`config.mk`:
```
export PLATFORM = sky130hd
export DESIGN_NAME = dmem_arbiter
export DESIGN_NICKNAME = d
export VERILOG_FILES = /design/src/rtl/dmem_pkg.sv /design/src/rtl/dmem_req_latch.sv /design/src/rtl/dmem_arbiter.sv
export SDC_FILE = /design/constraint.sdc
export NUM_CORES = 1
export LEC_CHECK = 0
export ABC_AREA = 1
export CORE_MARGIN = 2
export CORE_UTILIZATION = 41
export DETAILED_ROUTE_END_ITERATION = 12
export PLACE_DENSITY_LB_ADDON = 0.05
export SETUP_SLACK_MARGIN = 0.02
export SLEW_MARGIN = 20
export SYNTH_ARGS = -nofsm -noshare
export SYNTH_HDL_FRONTEND = slang
export SYNTH_SLANG_ARGS = --single-unit
```
`constraint.sdc`:
```
create_clock -name clk -period 5.7 [get_ports clk]
set_input_delay 0.57 -clock clk [delete_from_list [all_inputs] [get_ports clk]]
set_output_delay 0.57 -clock clk [all_outputs]
set_load 0.005 [all_outputs]
```
`src/rtl/dmem_pkg.sv`:
```
// Shared definitions for the data-memory stage.
// Contents:
//   state_e     - arbiter FSM encoding (IDLE=0, ACCESS=1, RESP=2)
//   DMEM_DEPTH  - default number of 32-bit words in data_memory
//   DMEM_IDX_W  - default word-index width (log2 of DMEM_DEPTH)
//   addr_oor()  - true when a word address falls outside the memory
package dmem_pkg;

  typedef enum logic [1:0] {
    ST_IDLE   = 2'd0,
    ST_ACCESS = 2'd1,
    ST_RESP   = 2'd2
  } state_e;

  localparam int DMEM_DEPTH = 256;
  localparam int DMEM_IDX_W = 8;

  // Any bit above the index field, or an index at/above depth, is out of range.
  // The second term only matters when depth is not a power of two.
  function automatic logic addr_oor(input logic [31:0] addr,
                                    input int unsigned depth,
                                    input int unsigned idx_w);
    return ((addr >> idx_w) != 32'd0) || (addr >= depth);
  endfunction

endpackage

```
`src/rtl/dmem_req_latch.sv`:
```
// Per-port request latch and read-result register.
// Ports:
//   clk, rst       - clock, asynchronous active-high reset
//   load_i         - capture we/addr/wdata (port granted in IDLE)
//   we_i, addr_i, wdata_i - live request payload from the port
//   cap_i          - capture read result (this port's read in ACCESS)
//   mem_rdata_i    - combinational read data from data_memory
//   we_o, addr_o, wdata_o - latched payload
//   oor_o          - latched address is out of range
//   rdata_o        - last read result, held until the next read completes
module dmem_req_latch
  import dmem_pkg::*;
#(
  parameter int DEPTH = DMEM_DEPTH,
  parameter int IDX_W = DMEM_IDX_W
) (
  input  logic        clk,
  input  logic        rst,
  input  logic        load_i,
  input  logic        we_i,
  input  logic [31:0] addr_i,
  input  logic [31:0] wdata_i,
  input  logic        cap_i,
  input  logic [31:0] mem_rdata_i,
  output logic        we_o,
  output logic [31:0] addr_o,
  output logic [31:0] wdata_o,
  output logic        oor_o,
  output logic [31:0] rdata_o
);

  logic        we_q;
  logic [31:0] addr_q;
  logic [31:0] wdata_q;
  logic [31:0] rdata_q;

  assign oor_o   = addr_oor(addr_q, DEPTH, IDX_W);
  assign we_o    = we_q;
  assign addr_o  = addr_q;
  assign wdata_o = wdata_q;
  assign rdata_o = rdata_q;

  always_ff @(posedge clk or posedge rst) begin
    if (rst) begin
      we_q    <= 1'b0;
      addr_q  <= '0;
      wdata_q <= '0;
      rdata_q <= '0;
    end else begin
      if (load_i) begin
        we_q    <= we_i;
        addr_q  <= addr_i;
        wdata_q <= wdata_i;
      end
      // Out-of-range reads never touch memory and return zero.
      if (cap_i) rdata_q <= oor_o ? 32'd0 : mem_rdata_i;
    end
  end

endmodule

```
`src/rtl/dmem_arbiter.sv`:
```
// Two-port round-robin arbiter in front of a single data_memory.
// Each access takes IDLE -> ACCESS -> RESP (one access per three cycles).
// Handshake: a port raises reqN with its payload and holds all of it until
// doneN; reqN is only sampled in IDLE, so a reqN still high in IDLE is a new
// request. gntN marks the ACCESS cycle, doneN (with errN) marks RESP.
// Ports:
//   clk, rst                   - clock, asynchronous active-high reset
//   reqN, weN, addrN, wdataN   - request from port N (N = 0,1)
//   gntN, doneN, errN, rdataN  - grant, completion, range error, read data
//   mem_we, mem_re, mem_addr, mem_wdata, mem_rdata - data_memory interface
//   dbg_state_o                - current FSM state
module dmem_arbiter
  import dmem_pkg::*;
#(
  parameter int DEPTH = DMEM_DEPTH,
  parameter int IDX_W = DMEM_IDX_W
) (
  input  logic        clk,
  input  logic        rst,
  input  logic        req0,
  input  logic        we0,
  input  logic [31:0] addr0,
  input  logic [31:0] wdata0,
  input  logic        req1,
  input  logic        we1,
  input  logic [31:0] addr1,
  input  logic [31:0] wdata1,
  output logic        gnt0,
  output logic        done0,
  output logic        err0,
  output logic [31:0] rdata0,
  output logic        gnt1,
  output logic        done1,
  output logic        err1,
  output logic [31:0] rdata1,
  output logic        mem_we,
  output logic        mem_re,
  output logic [31:0] mem_addr,
  output logic [31:0] mem_wdata,
  input  logic [31:0] mem_rdata,
  output logic [1:0]  dbg_state_o
);

  state_e state_q;
  logic   ptr_q;   // port that wins a tie
  logic   win_q;   // port owning the current access
  logic   gnt0_q, gnt1_q, done0_q, done1_q, err0_q, err1_q;

  logic        l0_we, l1_we, l0_oor, l1_oor;
  logic [31:0] l0_addr, l1_addr, l0_wdata, l1_wdata;

  logic        any_req, next_win, in_idle, in_access;
  logic        cur_we, cur_oor;
  logic [31:0] cur_addr, cur_wdata;

  assign in_idle   = (state_q == ST_IDLE);
  assign in_access = (state_q == ST_ACCESS);
  assign any_req   = req0 | req1;
  // Tie goes to the pointer's port; otherwise the lone requester wins.
  assign next_win  = (req0 & req1) ? ptr_q : req1;

  dmem_req_latch #(.DEPTH(DEPTH), .IDX_W(IDX_W)) u_lat0 (
    .clk(clk), .rst(rst),
    .load_i(in_idle & any_req & ~next_win),
    .we_i(we0), .addr_i(addr0), .wdata_i(wdata0),
    .cap_i(in_access & ~win_q & ~l0_we),
    .mem_rdata_i(mem_rdata),
    .we_o(l0_we), .addr_o(l0_addr), .wdata_o(l0_wdata),
    .oor_o(l0_oor), .rdata_o(rdata0)
  );

  dmem_req_latch #(.DEPTH(DEPTH), .IDX_W(IDX_W)) u_lat1 (
    .clk(clk), .rst(rst),
    .load_i(in_idle & any_req & next_win),
    .we_i(we1), .addr_i(addr1), .wdata_i(wdata1),
    .cap_i(in_access & win_q & ~l1_we),
    .mem_rdata_i(mem_rdata),
    .we_o(l1_we), .addr_o(l1_addr), .wdata_o(l1_wdata),
    .oor_o(l1_oor), .rdata_o(rdata1)
  );

  assign cur_we    = win_q ? l1_we    : l0_we;
  assign cur_oor   = win_q ? l1_oor   : l0_oor;
  assign cur_addr  = win_q ? l1_addr  : l0_addr;
  assign cur_wdata = win_q ? l1_wdata : l0_wdata;

  // Decoded from the async-reset state, so reset drops mem_we immediately.
  assign mem_we    = in_access & cur_we & ~cur_oor;
  assign mem_re    = in_access & ~cur_we & ~cur_oor;
  assign mem_addr  = in_access ? cur_addr  : 32'd0;
  assign mem_wdata = in_access ? cur_wdata : 32'd0;

  assign gnt0        = gnt0_q;
  assign gnt1        = gnt1_q;
  assign done0       = done0_q;
  assign done1       = done1_q;
  assign err0        = err0_q;
  assign err1        = err1_q;
  assign dbg_state_o = state_q;

  always_ff @(posedge clk or posedge rst) begin
    if (rst) begin
      state_q <= ST_IDLE;
      ptr_q   <= 1'b0;
      win_q   <= 1'b0;
      gnt0_q  <= 1'b0;
      gnt1_q  <= 1'b0;
      done0_q <= 1'b0;
      done1_q <= 1'b0;
      err0_q  <= 1'b0;
      err1_q  <= 1'b0;
    end else begin
      gnt0_q  <= 1'b0;
      gnt1_q  <= 1'b0;
      done0_q <= 1'b0;
      done1_q <= 1'b0;
      err0_q  <= 1'b0;
      err1_q  <= 1'b0;
      unique case (state_q)
        ST_IDLE: begin
          if (any_req) begin
            state_q <= ST_ACCESS;
            win_q   <= next_win;
            ptr_q   <= ~next_win;
            gnt0_q  <= ~next_win;
            gnt1_q  <= next_win;
          end
        end
        ST_ACCESS: begin
          state_q <= ST_RESP;
          done0_q <= ~win_q;
          done1_q <= win_q;
          err0_q  <= ~win_q & cur_oor;
          err1_q  <= win_q & cur_oor;
        end
        ST_RESP: state_q <= ST_IDLE;
        default: state_q <= ST_IDLE;
      endcase
    end
  end

endmodule

```
# [Word-level counts from Yosys, hierarchy flattened]
# Cells that the tools add are included.
# W data, S select, Z words.
[totals] regBits=204 latchBits=0 ramBits=0 mem_bits_ro=0 input_bits=166 out_inout_bits=138 memories=0
[op_classes] addsub=0 mul=0 n_div=0 n_lt_le_gt_ge=2 eq_ne=2 n_shift=0 n_mux=19 bitwise_logic=21 n_reduce_logical=6
[op_table] op="$mux W32" n=6
[op_table] op="$ge A32 B9 Y1 const B" n=2
[op_table] op="$reduce_bool A32 Y1" n=2
[op_table] op="$and A1 B1 Y1" n=14
[op_table] op="$mux W1" n=11
[op_table] op="$not A1 Y1" n=6
[op_table] op="$pmux W2 S2" n=1
[op_table] op="$eq A2 B1 Y1 const B" n=1
[op_table] op="$logic_not A2 Y1" n=1
[op_table] op="$logic_or A1 B1 Y1" n=2
[op_table] op="$mux W2" n=1
[op_table] op="$ne A2 B2 Y1 const B" n=1
[op_table] op="$reduce_and A2 Y1" n=1
[op_table] op="$or A1 B1 Y1" n=1

# [Longest topological paths before layout]
# Gate-level depths: netlist (run 1).
[logic_depth] depth_word=5 ltp_mapped=9 ltp_nobuf=8

# [By module]
# Synthesis (run 1) repeated with hierarchy kept, for this count alone.
[hier_totals] hier_cells=1017 hier_area_um2=9791.9
[modules_own_cells] module="dmem_req_latch" instances=2 cells_per_inst=376 area_per_inst_um2=4174.0 seq_area_each_um2=2427.3
[modules_own_cells] module="dmem_arbiter" instances=1 cells_per_inst=265 area_per_inst_um2=1443.9 seq_area_each_um2=250.2

# [Worst setup path after synthesis (run 1)]
# OpenSTA, ideal clock, no wires.
[synth_timing] path_kind="register to output" start="reg state_q[1] (netlist: dbg_state_o[1])" end="out mem_re" t_arrival_ns=1.226 slack_ns=3.904 stages_incl_launch_ff=9 n_path_buf=1 path_cell_list="dfrtp_1 > nor2_4 > inv_2 > nor2_8 > inv_4 > nor2_8 > buf_6 > nor2_1 > nor2_1"
[synth_between] elab_chain_cells=3
[synth_lines] item="start: declaration" line="dmem_arbiter.sv:44" text="state_e state_q;"
[synth_lines] item="start signal: assignment" line="dmem_arbiter.sv:103" text="state_q <= ST_IDLE;"
[synth_lines] item="start signal: assignment" line="dmem_arbiter.sv:122" text="state_q <= ST_ACCESS;"
[synth_lines] item="start signal: assignment" line="dmem_arbiter.sv:130" text="state_q <= ST_RESP;"
[synth_lines] item="$eq A2 B1 Y1" line="dmem_arbiter.sv:57" text="assign in_access = (state_q == ST_ACCESS);"
[synth_lines] item="$and A1 B1 Y1 (2 in a row)" line="dmem_arbiter.sv:89" text="assign mem_re = in_access & ~cur_we & ~cur_oor;"
[synth_lines] item="end: declaration" line="dmem_arbiter.sv:37" text="output logic mem_re,"
# No other way between the ends.

# [Worst setup path in the final report (run 1)]
# Same ends and word-level chain as after synthesis.

==> impl_metrics.ini, run 1 <==
[setup_path]
critical_path_class = flip-flop to primary output
crit_start = dbg_state_o[1]
reg2reg_from = dbg_state_o[1]
cp_top_family = simple AND/OR/NAND/NOR gates
required_ps = 5130
r2r_end = u_lat1.addr_o[3]
crit_arrival_ps = 2900
crit_fanout = 91
worstSetupEndpointType = primary output
cp_num_buf_inv = 3
rr_worst_depth = 6
critPathSlowestCell = nor2_8
crit_cells = 8
worstSetupStartpointType = flip-flop
crit_end = mem_re
ff2ff_setup_slack_ps = 3300
path_cells = nor2_4 > inv_2 > nor2_8 > inv_4 > nor2_8 > nor2_1 > nor2_1 > clkdlybuf4s50_1
critPathMaxStageDelay_ps = 540

[timing]
tightest_slew_ps = 944
fin_worst_hold_slack_ps = 478
hold_viol = 0
setup_viol = 0
rsz0062_at_grt = no
fmax_ghz = 0.288
final.setup_skew_ps = 16.1
tns_ps = 0
timing.final.crit_share_pct = 60.9
drv_slew = 0
relSlewSlack_pct = 37.1
finalCriticalPeriod_ps = 3470

[logic_synthesis]
synth_nets = 1209
ys_seq_elements = 204
syn_area_um2 = 8810
synthArstFlopShare_pct = 100
synth-seq-area-share_pct = 58.0
avgSynthCellArea_um2 = 8.44
synth-edff-count = 0
netlist_instances = 1043
ys_warn_count = 0
synth.distinct_cells = 19
synth_flop_cell = dfrtp_1

[cells_and_area]
layout-drive-gt1-share_pct = 4.43
layout_common_cells = nand2_1 (386), clkdlybuf4s50_1 (303), dfrtp_1 (204), o21ai_0 (187), inv_1 (72)
fin_nets = 1483
area_delta_synth_final_pct = 43.4
final_common_cell = nand2_1
stdcell_count = 1607

[cts]
cts_buffers = 23
htreeDepth = 1
post_cts_resized = 0
cts.sinks = 204
cts_setup_buffers = 0
insertion_delay_ps = 500
clockBufferDepth = 3
cts_root_buf = clkbuf_16
tritoncts = yes
cts.clk_slew.worst_paths_ps = 60
cts_hold_buf = 0

[floorplan]
fp.dieH_um = 151
rows = 53
dieArea_um2 = 22700
fp.coreArea_um2 = 21000
fp.dieW_um = 151
ios = 304
start_util_pct = 41.9

[routing]
num_vias = 7832
drc = 0
dr.first_iter.drc_count = 393
routed_wl_um = 26600
avgRoutedWirePerCell_um = 16.6
firstDrtPassIters = 5
ant_nets = 0
viasPerCell = 4.87

[grt]
grt_pass1_vias = 7757
grt_max_degree = 121
grt_pass1_wl_um = 41400
antenna_found_initial = 1
track_usage_pct = 23.2
grt-ovfl-total = 0

[place]
io_buffers = 303
post-place-cells = 1567
hpwl_um = 17600
gp_congestion = 0.773

[job]
cap_violations = 0

[power_and_ir_drop]
p_per_area_nw_per_um2 = 485
p_leak_nw = 5.59
ir_worst_vdd_mv = 0.227

[outcome]
status = finished clean

[hold_path]
hp-class = input port to asynchronous set/reset pin
==> how the worst min path moves through the flow <==
stage / startpoint / end / slack (ps) / cells after the start
finish: rst / u_lat0.addr_o[22] / 480 / 2
global placement: u_lat1.wdata_o[14] / u_lat1.wdata_o[14] / 460 / 2
floorplan: u_lat0.addr_o[0] / u_lat0.addr_o[0] / 450 / 2
global route: u_lat1.wdata_o[17] / u_lat1.wdata_o[17] / 500 / 2
CTS: u_lat1.wdata_o[4] / u_lat1.wdata_o[4] / 480 / 2
detailed placement: u_lat1.wdata_o[4] / u_lat1.wdata_o[4] / 470 / 2
==> report_power, final <==
group	leakage [nW]	internal (W)	switching (W)	total (W)
registers	2.61	0.00206	0.000307	0.00236
logic	2.63	0.00108	0.00130	0.00238
clock network	0.346	0.000823	0.000570	0.00139
==> Yosys cell counts, types with 2 or more instances <==
cell,count,share of area (%)
inv_2,6,0.26
o21ai_1,64,3.6
o21ai_0,187,11
buf_2,14,0.80
o22ai_1,9,0.64
a22o_1,4,0.40
nor2_8,3,0.68
nand2_1,386,16
inv_1,74,3.2
nand3_1,3,0.17
dfrtp_1,204,58
clkbuf_1,36,1.5
nor2_1,34,1.4
nor2_4,2,0.26
buf_6,13,1.7
==> layout make-up <==
class / instances / area (um2)
sequential: 204 / 5100
multi-input combinational: 694 / 3050
inverter: 81 / 312
timing repair buffer: 313 / 3120
antenna: 1 / 2.50
clock buffer: 32 / 639
fill: 1882 / 8390
clock inverter: 7 / 62.6
tap: 275 / 344
==> cell families after synthesis <==
| family | count (synthesis) | synth area share (%) |
|---|---|---|
| buf+inv | 145 | 7.52 |
| simple gates | 429 | 19.1 |
| flops | 204 | 58.0 |
| compound gates | 265 | 15.4 |
==> state kept, by name, indices dropped and copies added (netlist names) <==
signal,cells
done1,1
u_lat0.we_o,1
u_lat1.addr_o,32
err1,1
done0,1
u_lat0.rdata_o,32
u_lat1.wdata_o,32
ptr_q,1
u_lat0.wdata_o,32
gnt1,1
err0,1
u_lat1.rdata_o,32
gnt0,1
u_lat0.addr_o,32
win_q,1
dbg_state_o,2
u_lat1.we_o,1
==> stage by stage <==
step           instance area (um2)  setup slack [ps]  util (%)  power (W)
6_report                     12600              2230      60.1    0.00613
5_1_grt                      12600              2020      60.1    0.00660
3_3_place_gp                 11900              2720      56.7    0.00474
2_1_floorplan                 8810              2490         -    0.00361
4_1_cts                      12600              2160      60.1    0.00620
3_5_place_dp                 11900              2670      56.7    0.00478
==> metal layers <==
| layer | wire [um] | GRT usage [%] | vias to the layer above |
|---|---|---|---|
| met5 | 0 | 0 | - |
| met4 | 614 | 5.75 | 0 |
| met3 | 2480 | 6.70 | 31 |
| met2 | 12200 | 36.8 | 281 |
| met1 | 11400 | 31.6 | 3663 |
| li1 | - | - | 3857 |
(Power assumes the default switching activity.)
==> run 2: changes to the inputs <==
--- a/config.mk
+++ b/config.mk
@@ -7,7 +7,7 @@
 export LEC_CHECK = 0
 export ABC_AREA = 1
 export CORE_MARGIN = 2
-export CORE_UTILIZATION = 41
+export CORE_UTILIZATION = 46
 export DETAILED_ROUTE_END_ITERATION = 12
 export PLACE_DENSITY_LB_ADDON = 0.05
 export SETUP_SLACK_MARGIN = 0.02
==> constraint.sdc (replaced) <==
create_clock -name clk -period 3.5 [get_ports clk]
set_input_delay 0.35 -clock clk [delete_from_list [all_inputs] [get_ports clk]]
set_output_delay 0.35 -clock clk [all_outputs]
set_load 0.005 [all_outputs]
==> run 2 against run 1 <==
Net effect:
- sequential cell count unchanged
- worst hold slack worse by 250 ps
- combinational power up 63%
- critical path depth down 2
- die area down 11%
- final cell count down 2.2%
- non-clock buffer count up 6
- routed wire length down 2.4%
- clock skew up 5.0 ps
- clock power up 69%
- register-to-register slack worse by 2100 ps
==> impl_metrics.ini, run 2 (synthesis gave the netlist of run 1 again) <==
[timing]
finalCriticalPeriod_ps = 3170
fmax_ghz = 0.316
fin_worst_hold_slack_ps = 226
tightest_slew_ps = 924
drv_slew = 0
final.setup_skew_ps = 21.1
rsz0062_at_grt = no
setup_viol = 0
hold_viol = 0
relSlewSlack_pct = 38.4
timing.final.crit_share_pct = 90.5
tns_ps = 0

[cts]
htreeDepth = 1
post_cts_resized = 0
cts_root_buf = clkbuf_16
cts_hold_buf = 0
cts.clk_slew.worst_paths_ps = 60
insertion_delay_ps = 510
clockBufferDepth = 3
cts.sinks = 204
cts_buffers = 22
tritoncts = yes
cts_setup_buffers = 0

[grt]
grt-ovfl-total = 0
grt_pass1_wl_um = 40500
antenna_found_initial = 1
grt_pass1_vias = 7813
grt_max_degree = 92
track_usage_pct = 25.2

[cells_and_area]
fin_nets = 1488
design_area_um2 = 12700
layout_common_cells = nand2_1 (386), clkdlybuf4s50_1 (303), dfrtp_1 (204), o21ai_0 (187), inv_1 (72)
final_common_cell = nand2_1
area_delta_synth_final_pct = 44.0
layout-drive-gt1-share_pct = 4.86
stdcell_count = 1572

[power_and_ir_drop]
p_leak_nw = 5.65
p_per_area_nw_per_um2 = 796
fin_total_pwr_w = 0.0101
ir_worst_vdd_mv = 0.491

[setup_path]
path_cells = nor2_4 > inv_2 > nor2_4 > inv_2 > o21ai_0 > clkdlybuf4s50_1
worstSetupEndpointType = primary output
critPathSlowestCell = clkdlybuf4s50_1
crit_fanout = 44
worstSetupStartpointType = flip-flop
required_ps = 3150
crit_arrival_ps = 2820
critPathMaxStageDelay_ps = 550
critical_path_class = flip-flop to primary output

[floorplan]
ios = 304
rows = 50
fp.dieH_um = 142
fp.dieW_um = 142
dieArea_um2 = 20300
fp.coreArea_um2 = 18800
start_util_pct = 46.9

[place]
place_area_um2 = 11900
hpwl_um = 17400
gp_congestion = 0.849
post-place-cells = 1532
io_buffers = 303

[routing]
routed_wl_um = 26000
firstDrtPassIters = 5
ant_nets = 0
viasPerCell = 5.06
dr.first_iter.drc_count = 441
drc = 0
num_vias = 7951
avgRoutedWirePerCell_um = 16.5

[hold_path]
hp-class = input port to asynchronous set/reset pin

[outcome]
status = finished clean

[job]
cap_violations = 0
==> run 2: changes by cell type in the layout (fill, tap and decap cells not counted) <==
cell	before	now
clkinv_4	0	1
buf_12	1	3
clkinvlp_4	2	1
buf_4	9	13
clkbuf_8	3	7
clkinv_2	6	2
==> run 2: final timing paths <==
check | startpoint | to | slack [ps] | cells past startpoint
min in group clk | addr1[16] | u_lat1.addr_o[16] | 370 | 3
min reg2reg | u_lat1.wdata_o[28] | u_lat1.wdata_o[28] | 480 | 2
max | dbg_state_o[1] | mem_addr[0] | 330 | 6
min | rst | u_lat1.addr_o[28] | 230 | 2
max in group asynchronous | rst | u_lat1.rdata_o[28] | 2400 | 3
max reg2reg | dbg_state_o[1] | u_lat1.rdata_o[28] | 1180 | 8
==> run 2: layout make-up <==
type | instances | area (um2)
diodes | 1 | 2.50
clock buffers | 36 | 694
clock inverters | 3 | 43.8
fillers | 1552 | 6080
inverters | 81 | 312
multi-input cells | 694 | 3050
flip-flops and latches | 204 | 5100
well taps | 234 | 293
repair buffers | 319 | 3190
==> run 2: power by group <==
part / leakage (nW) / internal, W / switching (W)
Clock: 0.363 / 0.00142 / 0.000929
Combinational: 2.67 / 0.00179 / 0.00209
Sequential: 2.61 / 0.00334 / 0.000530
Total: 5.65 / 0.00656 / 0.00355
==> run 2: per-layer routing <==
layer / GRT usage (%) / part of all wire, %
met1: 32.7 / 41
met2: 40.3 / 46
met3: 7.67 / 10
met4: 9.02 / 3.3
met5: 0 / 0
==> run 2: stage by stage <==
| stage | worst slack, ps | util [%] |
|---|---|---|
| after floorplan | 506 | - |
| after global placement | 895 | 63.6 |
| after detailed placement | 868 | 63.6 |
| after CTS | 302 | 67.6 |
| after global routing | 184 | 67.6 |
| final | 333 | 67.6 |
==> run 2: critical path: cells and delay by family (launching register included) <==
family,cells,cell delay (ps)
AO/OA/AOI/OAI,1,350
AND/OR/NAND/NOR,2,470
flip-flops,1,420
buffers and inverters,3,1070
==> run 3: changes to the inputs <==
--- a/config.mk
+++ b/config.mk
@@ -6,6 +6,7 @@
 export NUM_CORES = 1
 export LEC_CHECK = 0
 export ABC_AREA = 1
+export CORE_ASPECT_RATIO = 0.8
 export CORE_MARGIN = 2
 export CORE_UTILIZATION = 46
 export DETAILED_ROUTE_END_ITERATION = 12
==> run 3 against run 2 <==
Net effect:
- clock skew is 5.2 ps lower
- global-route usage is 0.60 points higher
- combinational power hardly changed
- via count is 0.29% lower
- clock power is 11% lower
- critical path depth is 3 higher
- non-clock buffer count is 1 higher
- critical path type unchanged
- critical endpoint is now mem_re
- largest cell class unchanged
==> impl_metrics.ini, run 3 (synthesis gave the netlist of run 1 again) <==
[power_and_ir_drop]
clkPwrFrac_pct = 21.3
p_leak_nw = 5.61
pwr-share-seq_pct = 39.1
comb_power_share_pct = 39.6
p_per_area_nw_per_um2 = 778
swShare_pct = 35.7
ir_worst_vdd_mv = 0.344
power.internal_w = 0.00632
p_sw_w = 0.00351

[cts]
cts.clk_slew.worst_paths_ps = 60
insertion_delay_ps = 490
tritoncts = yes
cts_root_buf = clkbuf_16
cts_buffers = 21
post_cts_resized = 0
cts_hold_buf = 0
htreeDepth = 1
cts.sinks = 204
cts_setup_buffers = 0
clockBufferDepth = 3

[setup_path]
crit_fanout = 33
cp_num_buf_inv = 4
path_cells = nor2_4 > inv_2 > nor2_4 > buf_4 > inv_2 > nor2_8 > nor2_1 > nor2_1 > clkdlybuf4s50_1
critPathMaxStageDelay_ps = 500
critical_path_class = flip-flop to primary output
worstSetupEndpointType = primary output
critPathSlowestCell = clkdlybuf4s50_1
worstSetupStartpointType = flip-flop
required_ps = 3150
cp_top_family = buffers and inverters
crit_arrival_ps = 2720

[timing]
relSlewSlack_pct = 40.8
final.setup_skew_ps = 15.8
fmax_ghz = 0.325
timing.final.crit_share_pct = 87.8
tns_ps = 0
rsz0062_at_grt = no
setup_viol = 0
finalCriticalPeriod_ps = 3070
tightest_slew_ps = 887
drv_slew = 0
hold_viol = 0

[floorplan]
dieArea_um2 = 20300
fp.dieW_um = 159
fp.dieH_um = 128
fp.coreArea_um2 = 18900
start_util_pct = 46.7
rows = 45
ios = 304

[place]
io_buffers = 303
hpwl_um = 17800
gp_congestion = 0.812

[routing]
drc = 0
viasPerCell = 4.97
firstDrtPassIters = 5
num_vias = 7928
routed_wl_um = 26100
avgRoutedWirePerCell_um = 16.4
dr.first_iter.drc_count = 691
ant_nets = 0

[cells_and_area]
area_delta_synth_final_pct = 43.4
diodes = 0
fin_util_pct = 66.9
multi_input_area_um2 = 3050
fin_nets = 1488
layout_common_cells = nand2_1 (386), clkdlybuf4s50_1 (303), dfrtp_1 (204), o21ai_0 (187), inv_1 (72)
layout-drive-gt1-share_pct = 4.72
num-fill-cells = 1618
regArea_um2 = 5100
final_common_cell = nand2_1

[job]
cap_violations = 0

[grt]
grt_max_degree = 92
grt_pass1_vias = 7748
grt-ovfl-total = 0
antenna_found_initial = 0
grt_pass1_wl_um = 42100
track_usage_pct = 25.8

[outcome]
status = finished clean

[hold_path]
hp-class = input port to asynchronous set/reset pin
==> run 3: cell count changes in the layout (fill, tap and decap cells not counted), sizes merged <==
| cell | change |
|---|---|
| clkinv | +3 |
| bufinv | -1 |
| clkbuf | -4 |
| diode | -1 |
| buf | +1 |
==> run 3: power groups by stage <==
| stage | clock [W] | sequential (W) | combinational, W |
|---|---|---|---|
| after floorplan | 0 | 0.00381 | 0.00208 |
| after global placement | 0 | 0.00385 | 0.00387 |
| after detailed placement | 0 | 0.00387 | 0.00392 |
| after CTS | 0.00214 | 0.00384 | 0.00394 |
| after global routing | 0.00225 | 0.00395 | 0.00438 |
| final | 0.00209 | 0.00384 | 0.00390 |
==> run 3: final timing paths <==
kind / startpoint / endpoint / slack [ps] / cells past startpoint
setup / recovery: dbg_state_o[1] / mem_re / 430 / 9
hold / removal: rst / u_lat0.rdata_o[22] / 370 / 2
setup reg to reg: dbg_state_o[1] / u_lat0.rdata_o[3] / 1470 / 8
hold reg to reg: u_lat0.addr_o[0] / u_lat0.addr_o[0] / 480 / 2
max in group asynchronous: rst / u_lat0.addr_o[0] / 2370 / 3
min in group clk: we0 / u_lat0.we_o / 390 / 3
==> run 3: area by class of cell <==
type	instances	area share [%]
sequential	204	40.4
timing repair buffer	320	25.4
multi-input combinational	694	24.1
clock buffer	32	4.81
tap	258	2.56
inverter	81	2.47
clock inverter	5	0.198
==> run 3: stage by stage <==
step / worst slack [ps] / hold slack [ps] / power, W / instances / area (um2)
floorplan: 506 / 449 / 0.00589 / 1043 / 8810
global placement: 970 / 464 / 0.00772 / 1557 / 12000
detailed placement: 917 / 465 / 0.00778 / 1557 / 12000
CTS: 383 / 378 / 0.00992 / 1594 / 12600
global route: 226 / 386 / 0.0106 / 1594 / 12600
finish: 426 / 366 / 0.00983 / 1594 / 12600
==> run 3: per-layer routing <==
layer  track usage, %  up-vias  wire [um]
li1                 -     3863          -
met1             35.6     3724      11600
met2             40.4      291      11700
met3             7.34       50       2150
met4             6.96        0        712
met5                0        -          0
==> run 3: worst reg2reg max path: stages, from the launching register on <==
cell and delay, ps:
dfrtp_1 420, nor2_4 130, inv_2 80, nor2_8 190, inv_4 320, nor2_8 220
buf_4 350, nand2_1 90, o21ai_1 140
